==> config.mk <==
export PLATFORM = sky130hd
export DESIGN_NAME = mma_icb_rr_arbiter
export DESIGN_NICKNAME = d
export VERILOG_FILES = /design/src/rtl/mma_icb_rr_arbiter.sv
export SDC_FILE = /design/constraint.sdc
export NUM_CORES = 1
export LEC_CHECK = 0
export CORE_UTILIZATION = 35
export CTS_CLUSTER_SIZE = 30
export DETAILED_ROUTE_END_ITERATION = 7
export PLACE_DENSITY = 0.56
export SYNTH_ARGS = -nofsm -noshare
export SYNTH_HDL_FRONTEND = slang
export SYNTH_SLANG_ARGS = --single-unit
==> constraint.sdc <==
create_clock -name clk -period 3 [get_ports clk]
set_input_delay 0.9 -clock clk [delete_from_list [all_inputs] [get_ports clk]]
set_output_delay 0.9 -clock clk [all_outputs]
set_load 0.02 [all_outputs]
==> src/rtl/mma_icb_rr_arbiter.sv <==
// Round-robin owner arbitration for the MMA shared ICB master port, with an urgent class and a tenure watchdog.
// Grant is registered one cycle after request; the owner holds it until done, abort, flush or timeout, then one dead cycle.
module mma_icb_rr_arbiter #(
  parameter int NUM_REQ        = 5,
  parameter int SEL_WIDTH      = 3,
  parameter int TIMEOUT_CYCLES = 4096,
  parameter int TO_WIDTH       = 13
) (
  input  logic                 clk,
  input  logic                 rst,
  input  logic                 flush,
  input  logic [NUM_REQ-1:0]   req,
  input  logic [NUM_REQ-1:0]   urgent,
  input  logic [NUM_REQ-1:0]   done,
  output logic [NUM_REQ-1:0]   granted,
  output logic [SEL_WIDTH-1:0] icb_sel,
  output logic                 bus_busy,
  output logic                 timeout_err,
  output logic [SEL_WIDTH-1:0] timeout_id
);

  typedef enum logic [1:0] {
    ST_IDLE,
    ST_GRANT,
    ST_RELEASE
  } state_e;

  localparam logic [SEL_WIDTH-1:0] SEL_IDLE = '1;
  localparam logic [SEL_WIDTH-1:0] PTR_RST  = SEL_WIDTH'(NUM_REQ - 1);
  localparam logic [TO_WIDTH-1:0]  TO_LAST  = TO_WIDTH'(TIMEOUT_CYCLES - 1);
  localparam logic                 TO_EN    = (TIMEOUT_CYCLES != 0);

  state_e               state_q, state_d;
  logic [NUM_REQ-1:0]   granted_q, granted_d;
  logic [SEL_WIDTH-1:0] icb_sel_q, icb_sel_d;
  logic [SEL_WIDTH-1:0] last_ptr_q, last_ptr_d;
  logic [TO_WIDTH-1:0]  cnt_q, cnt_d;
  logic                 timeout_err_q, timeout_err_d;
  logic [SEL_WIDTH-1:0] timeout_id_q, timeout_id_d;

  logic [NUM_REQ-1:0]   cand;
  logic [NUM_REQ-1:0]   cand_hi;
  logic                 win_vld;
  logic [SEL_WIDTH-1:0] win_idx;

  logic own_req;
  logic own_done;
  logic tmo_hit;
  logic rel_any;

  // Urgent requesters form their own pool; the rotation starts just above last_ptr
  // and falls back to the lowest index when nothing above it is pending.
  always_comb begin
    cand    = (|(req & urgent)) ? (req & urgent) : req;
    cand_hi = '0;
    for (int i = 0; i < NUM_REQ; i++) begin
      cand_hi[i] = cand[i] && (SEL_WIDTH'(i) > last_ptr_q);
    end
    win_vld = |cand;
    win_idx = '0;
    for (int i = NUM_REQ - 1; i >= 0; i--) begin
      if (cand[i]) win_idx = SEL_WIDTH'(i);
    end
    for (int i = NUM_REQ - 1; i >= 0; i--) begin
      if (cand_hi[i]) win_idx = SEL_WIDTH'(i);
    end
  end

  assign own_req  = |(granted_q & req);
  assign own_done = |(granted_q & done);
  assign tmo_hit  = TO_EN && (cnt_q == TO_LAST);
  assign rel_any  = flush || !own_req || own_done || tmo_hit;

  always_comb begin
    state_d       = state_q;
    granted_d     = granted_q;
    icb_sel_d     = icb_sel_q;
    last_ptr_d    = last_ptr_q;
    cnt_d         = cnt_q;
    timeout_err_d = 1'b0;
    timeout_id_d  = timeout_id_q;

    unique case (state_q)
      ST_IDLE: begin
        if (!flush && win_vld) begin
          state_d    = ST_GRANT;
          granted_d  = NUM_REQ'(1) << win_idx;
          icb_sel_d  = win_idx;
          last_ptr_d = win_idx;
          cnt_d      = '0;
        end
      end
      ST_GRANT: begin
        if (rel_any) begin
          state_d   = ST_RELEASE;
          granted_d = '0;
          icb_sel_d = SEL_IDLE;
          // Only a pure watchdog expiry is an error; flush, abort and done all win over it.
          if (!flush && own_req && !own_done) begin
            timeout_err_d = 1'b1;
            timeout_id_d  = icb_sel_q;
          end
        end else if (cnt_q != '1) begin
          cnt_d = cnt_q + TO_WIDTH'(1);
        end
      end
      ST_RELEASE: begin
        state_d = ST_IDLE;
      end
      default: begin
        state_d   = ST_IDLE;
        granted_d = '0;
        icb_sel_d = SEL_IDLE;
      end
    endcase
  end

  always_ff @(posedge clk) begin
    if (rst) begin
      state_q       <= ST_IDLE;
      granted_q     <= '0;
      icb_sel_q     <= SEL_IDLE;
      last_ptr_q    <= PTR_RST;
      cnt_q         <= '0;
      timeout_err_q <= 1'b0;
      timeout_id_q  <= '0;
    end else begin
      state_q       <= state_d;
      granted_q     <= granted_d;
      icb_sel_q     <= icb_sel_d;
      last_ptr_q    <= last_ptr_d;
      cnt_q         <= cnt_d;
      timeout_err_q <= timeout_err_d;
      timeout_id_q  <= timeout_id_d;
    end
  end

  assign granted     = granted_q;
  assign icb_sel     = icb_sel_q;
  assign bus_busy    = (state_q != ST_IDLE);
  assign timeout_err = timeout_err_q;
  assign timeout_id  = timeout_id_q;

endmodule

Yosys cells after proc, flatten, opt, wreduce, memory -nomap -nowiden
Index checks and enable logic that the tools add are counted.
- word-level logic and storage cells: 80
- bits in registers: 30
- bits of input ports: 18
- output and inout bits: 13
- reduce and logical (&&, ||, !) cells: 27
- shift-type cells: 1
- add/sub/neg operators: 1
- bitwise operators: 6
- order comparisons: 5
- equality and inequality tests: 8
- mux-type cells: 25
- operator list (kind ; number):
    two-way mux 13 bit ; 3
    two-way mux 3 bit ; 12
    case mux 13 bit (2 select lines) ; 1
    OR reduction 5 bit ; 4
    bitwise AND 5 bit ; 3
    two-way mux 5 bit ; 3
    case mux 5 bit (3 select lines) ; 1
    adder 13 x 1 -> 13 bit, second input constant ; 1
    == test 13 x 12 -> 1 bit, second input constant ; 1
    != test 13 bit, second input constant ; 1
    case mux 3 bit (3 select lines) ; 1
    logical AND 1 bit ; 8
    != test 2 bit, second input constant ; 4
    > comparator 1 x 3 -> 1 bit, first input constant ; 2
    > comparator 2 x 3 -> 1 bit, first input constant ; 2
    AND reduction 3 bit ; 2
    left shift 1 x 3 -> 5 bit, first input constant ; 1
    two-way mux 2 bit ; 2
    case mux 2 bit (2 select lines) ; 1
    AND reduction 2 bit ; 2
    AND reduction 4 bit ; 1
    nonzero test 2 bit ; 2
    > comparator 3 bit, first input constant ; 1
    zero test 1 bit ; 3
    7 further kinds ; 11

Longest topological paths before layout
- word-level depth: 16
- mapped depth: 9
- gate-level depth less buffers: 8

Worst setup path after synthesis
No wires, ideal clock.
- kind: input to register
- from: input port req[0]
- to: register granted_q[1] (netlist: granted[1])
- arrival: 2432 ps
- cell stages on the path: 7
- path slack: 501 ps
- path buffers: 0
- required time: 2932 ps
- library setup time: 68 ps
- path through: a22oi_4 > a31oi_4 > or4_1 > o2111ai_1 > o31ai_1 > or4_4 > o2bb2ai_2
- cells in the longest elaborated chain, start to end: 16
- elaborated cells between the ends (all ways): 32
- those cells by class: eq/ne: 2; shift: 1; mux: 13; bitwise: 2; reduce/logical: 14
- RTL lines (what ; line ; text):
    from (decl) ; 12 ; input logic [NUM_REQ-1:0] req,
    bitwise AND 5 bit ; 54 ; cand = (|(req & urgent)) ? (req & urgent) : req;
    OR reduction 5 bit ; 54 ;
    two-way mux 5 bit ; 54 ;
    two-way mux 3 bit (5 in a row) ; 62 ; if (cand[i]) win_idx = SEL_WIDTH'(i);
    two-way mux 3 bit (5 in a row) ; 65 ; if (cand_hi[i]) win_idx = SEL_WIDTH'(i);
    left shift 1 x 3 -> 5 bit ; 87 ; granted_d = NUM_REQ'(1) << win_idx;
    two-way mux 5 bit ; 85 ; if (!flush && win_vld) begin
    case mux 5 bit (3 select lines) ; 83 ; unique case (state_q)
    to (signal assigned) ; 129 ; granted_q <= granted_d;
    to (decl) ; 34 ; logic [NUM_REQ-1:0] granted_q, granted_d;
Several ways; a longest one is shown, not always the timed one. The select of a mux whose other input is x is not followed.
A chain may end at the register's enable or synchronous reset.

Worst setup path in the final report
Ends and elaborated chain as after synthesis.

==> results.cfg <==
[floorplanning]
die_height_um = 69.0
dieWidth_um = 69.0
start_util = 0.379
core_area_mm2 = 0.00414
num_rows = 23
die_area_mm2 = 0.00475
ioPinCount = 31

[logic_synthesis]
syn_inst = 185
syn_area_per_cell_um2 = 8.48
synthTopCellsByArea = dfxtp_1 38%, nor2_1 6.0%, a21oi_1 5.4%, nand2_1 4.5%, xnor2_1 2.8%
synth_ff_type = dfxtp_1
synth-seq-area-share = 0.383
ys_seq_elements = 30
yosysWarnings = 0
synth_edf_count = 0
synth.top_cell.area_share = 0.383
ys_types = 50
yosys.area.top_type = dfxtp_1
yosysMostFrequentCell = dfxtp_1
async_flop_share = 0
netlist_top_cells_count = 30 x dfxtp_1, 25 x nor2_1, 19 x nand2_1
synth_fp_nets = 204
synth_area_mm2 = 0.00157

[layout]
diodes = 0
synthToLayoutAreaGrowth_pct = 41.3
fillCellCount = 388
nets = 264
final_util = 0.535
drive_gt1_frac = 0.191
stdcell_count = 296

[placement]
place_congestion = 0.873
dp_cells = 288
dp_hpwl_mm = 3.18
portBuffers = 30

[sta]
setup_viol = 0
post-route-min-period_ns = 2.85
timing.fmax_ghz = 0.351
finalHoldViolCount = 0
tns_ns = 0
whs_ns = 0.448
min_period_over_period = 0.950
slew_violations = 0
skew_ns = 0.00737
tightest_slew_ns = 0.640
timing.slew.headroom = 0.573
rsz0062_at_grt = false

[critical_path]
cpPeakStageDelay_ns = 0.46
crit_path_cell_trace = clkdlybuf4s50_1, a22oi_4, a31oi_1, buf_4, nor3b_1, o22a_1, nor2_1, or4_4, o2bb2ai_2
start_kind = input pin
crit_path_max_fanout = 5
cp.required_ns = 3.22
crit_path_end_kind = register
critPathLaunch = req[0]
timing.rr.start = cnt_q[0]$_SDFFE_PP0P_
critPathBufInv = 2
path_class = input pin to register
crit_slowest_cell = clkdlybuf4s50_1
crit_arrival_ns = 3.07
cp_top_family = compound AO/OA/AOI/OAI gates

[global_routing]
antenna_found_initial = 0
grt_pass1_vias = 1445
track_usage = 0.202
grt_max_degree = 15
grt_first_pass_wirelength_mm = 6.84
grt_overflow_total = 0

[power]
power_leakage_uw = 0.000868
p_per_area_mw_per_mm2 = 442
peakVddDrop_v = 0.000253

[drt]
vias = 1553
post-route-drc-count = 0
drt-total-wl_mm = 4.08
drt-initial-drc-count = 123
post_drt_wl_per_cell_um = 13.8
drt-pass1-iter-count = 4
vias_per_cell = 5.25
ant_nets = 0

[cts]
htree_levels = 2
clkLatencyLatePin_ns = 0.28
postCtsSetupBuffers = 0
cts_buffers = 5
cts.clk_slew.worst_paths_ns = 0.07
cts_sinks = 30
postCtsHoldBufs = 0
root_buffer = clkbuf_8
cts_resized = 0
cts_tree = done
cts.path.max_buffers = 2

[hold_path]
hold_path_class = register to register
hold_start = state_q[1]$_SDFFE_PP0P_

[job]
drv_cap = 0

[outcome]
status = complete, no violations
==> stage by stage <==
stage / area [um2] / worst slack [ns] / total power [uW]
after detailed placement: 2120 / -0.129 / 653
final: 2220 / 0.149 / 980
after CTS: 2220 / 0.158 / 989
after floorplan: 1570 / 0.501 / 541
after global placement: 2120 / -0.148 / 653
after global routing: 2220 / 0.00544 / 1040
==> placed cells by master, fill, tap and decap left out, drive strengths merged, types with 4 or more instances in the layout <==
cell type	count
nand3	7
a22oi	6
clkbuf	6
buf	28
nor3	5
nand2	19
inv	8
xor2	5
nand4	4
clkdlybuf4s50	30
dfxtp	30
xnor2	5
a21oi	17
nor2	25
==> state kept, by name, summed over array words and instances (netlist names) <==
register and cells:
last_ptr_q 3, state_q 2, cnt_q 13, granted 5
timeout_err 1, icb_sel 3, timeout_id 3
==> final cells by class <==
cell class                 instances  area (um2)  share of cell area
timing repair buffer              58         510               0.230
sequential                        30         601               0.271
clock inverter                     2        12.5             0.00564
multi-input combinational        142         918               0.414
inverter                           8        30.0              0.0135
tap                               50        62.6              0.0282
clock buffer                       6        82.6              0.0372
==> worst paths after layout <==
check	slack (ns)	cells past startpoint	to
worst max-delay path	0.15	9	granted[1]$_SDFFE_PP0P_
worst min-delay path	0.45	1	state_q[1]$_SDFFE_PP0P_
worst max register to register	1.07	9	granted[2]$_SDFFE_PP0P_
worst min register to register	0.45	1	state_q[1]$_SDFFE_PP0P_
==> cells by family after synthesis <==
group	after synthesis	synth area share
simple gates	78	0.237
compound gates	50	0.266
flops	30	0.383
buf+inv	13	0.0319
xor+xnor	10	0.0558
mux	3	0.0191
fa+ha+maj	1	0.00797
==> routing by layer <==
layer,track usage,share of wire
met1,0.279,0.49
met4,0.0434,0.011
met3,0.0691,0.048
met2,0.302,0.45
met5,0,0
==> power by group <==
part / internal [uW] / switching (uW)
clock network: 184 / 150
registers: 413 / 15.4
logic: 112 / 107
total: 708 / 272
==> worst reg2reg max path: stages, from the launching register on <==
cell	delay [ns]
dfxtp_1	0.36
ha_1	0.20
nand2_1	0.07
nor2_1	0.23
nand3_1	0.17
o21a_1	0.23
a21oi_1	0.12
nor2_1	0.08
buf_4	0.18
a32o_1	0.19
No activity file was read; power rests on OpenSTA's default activity.
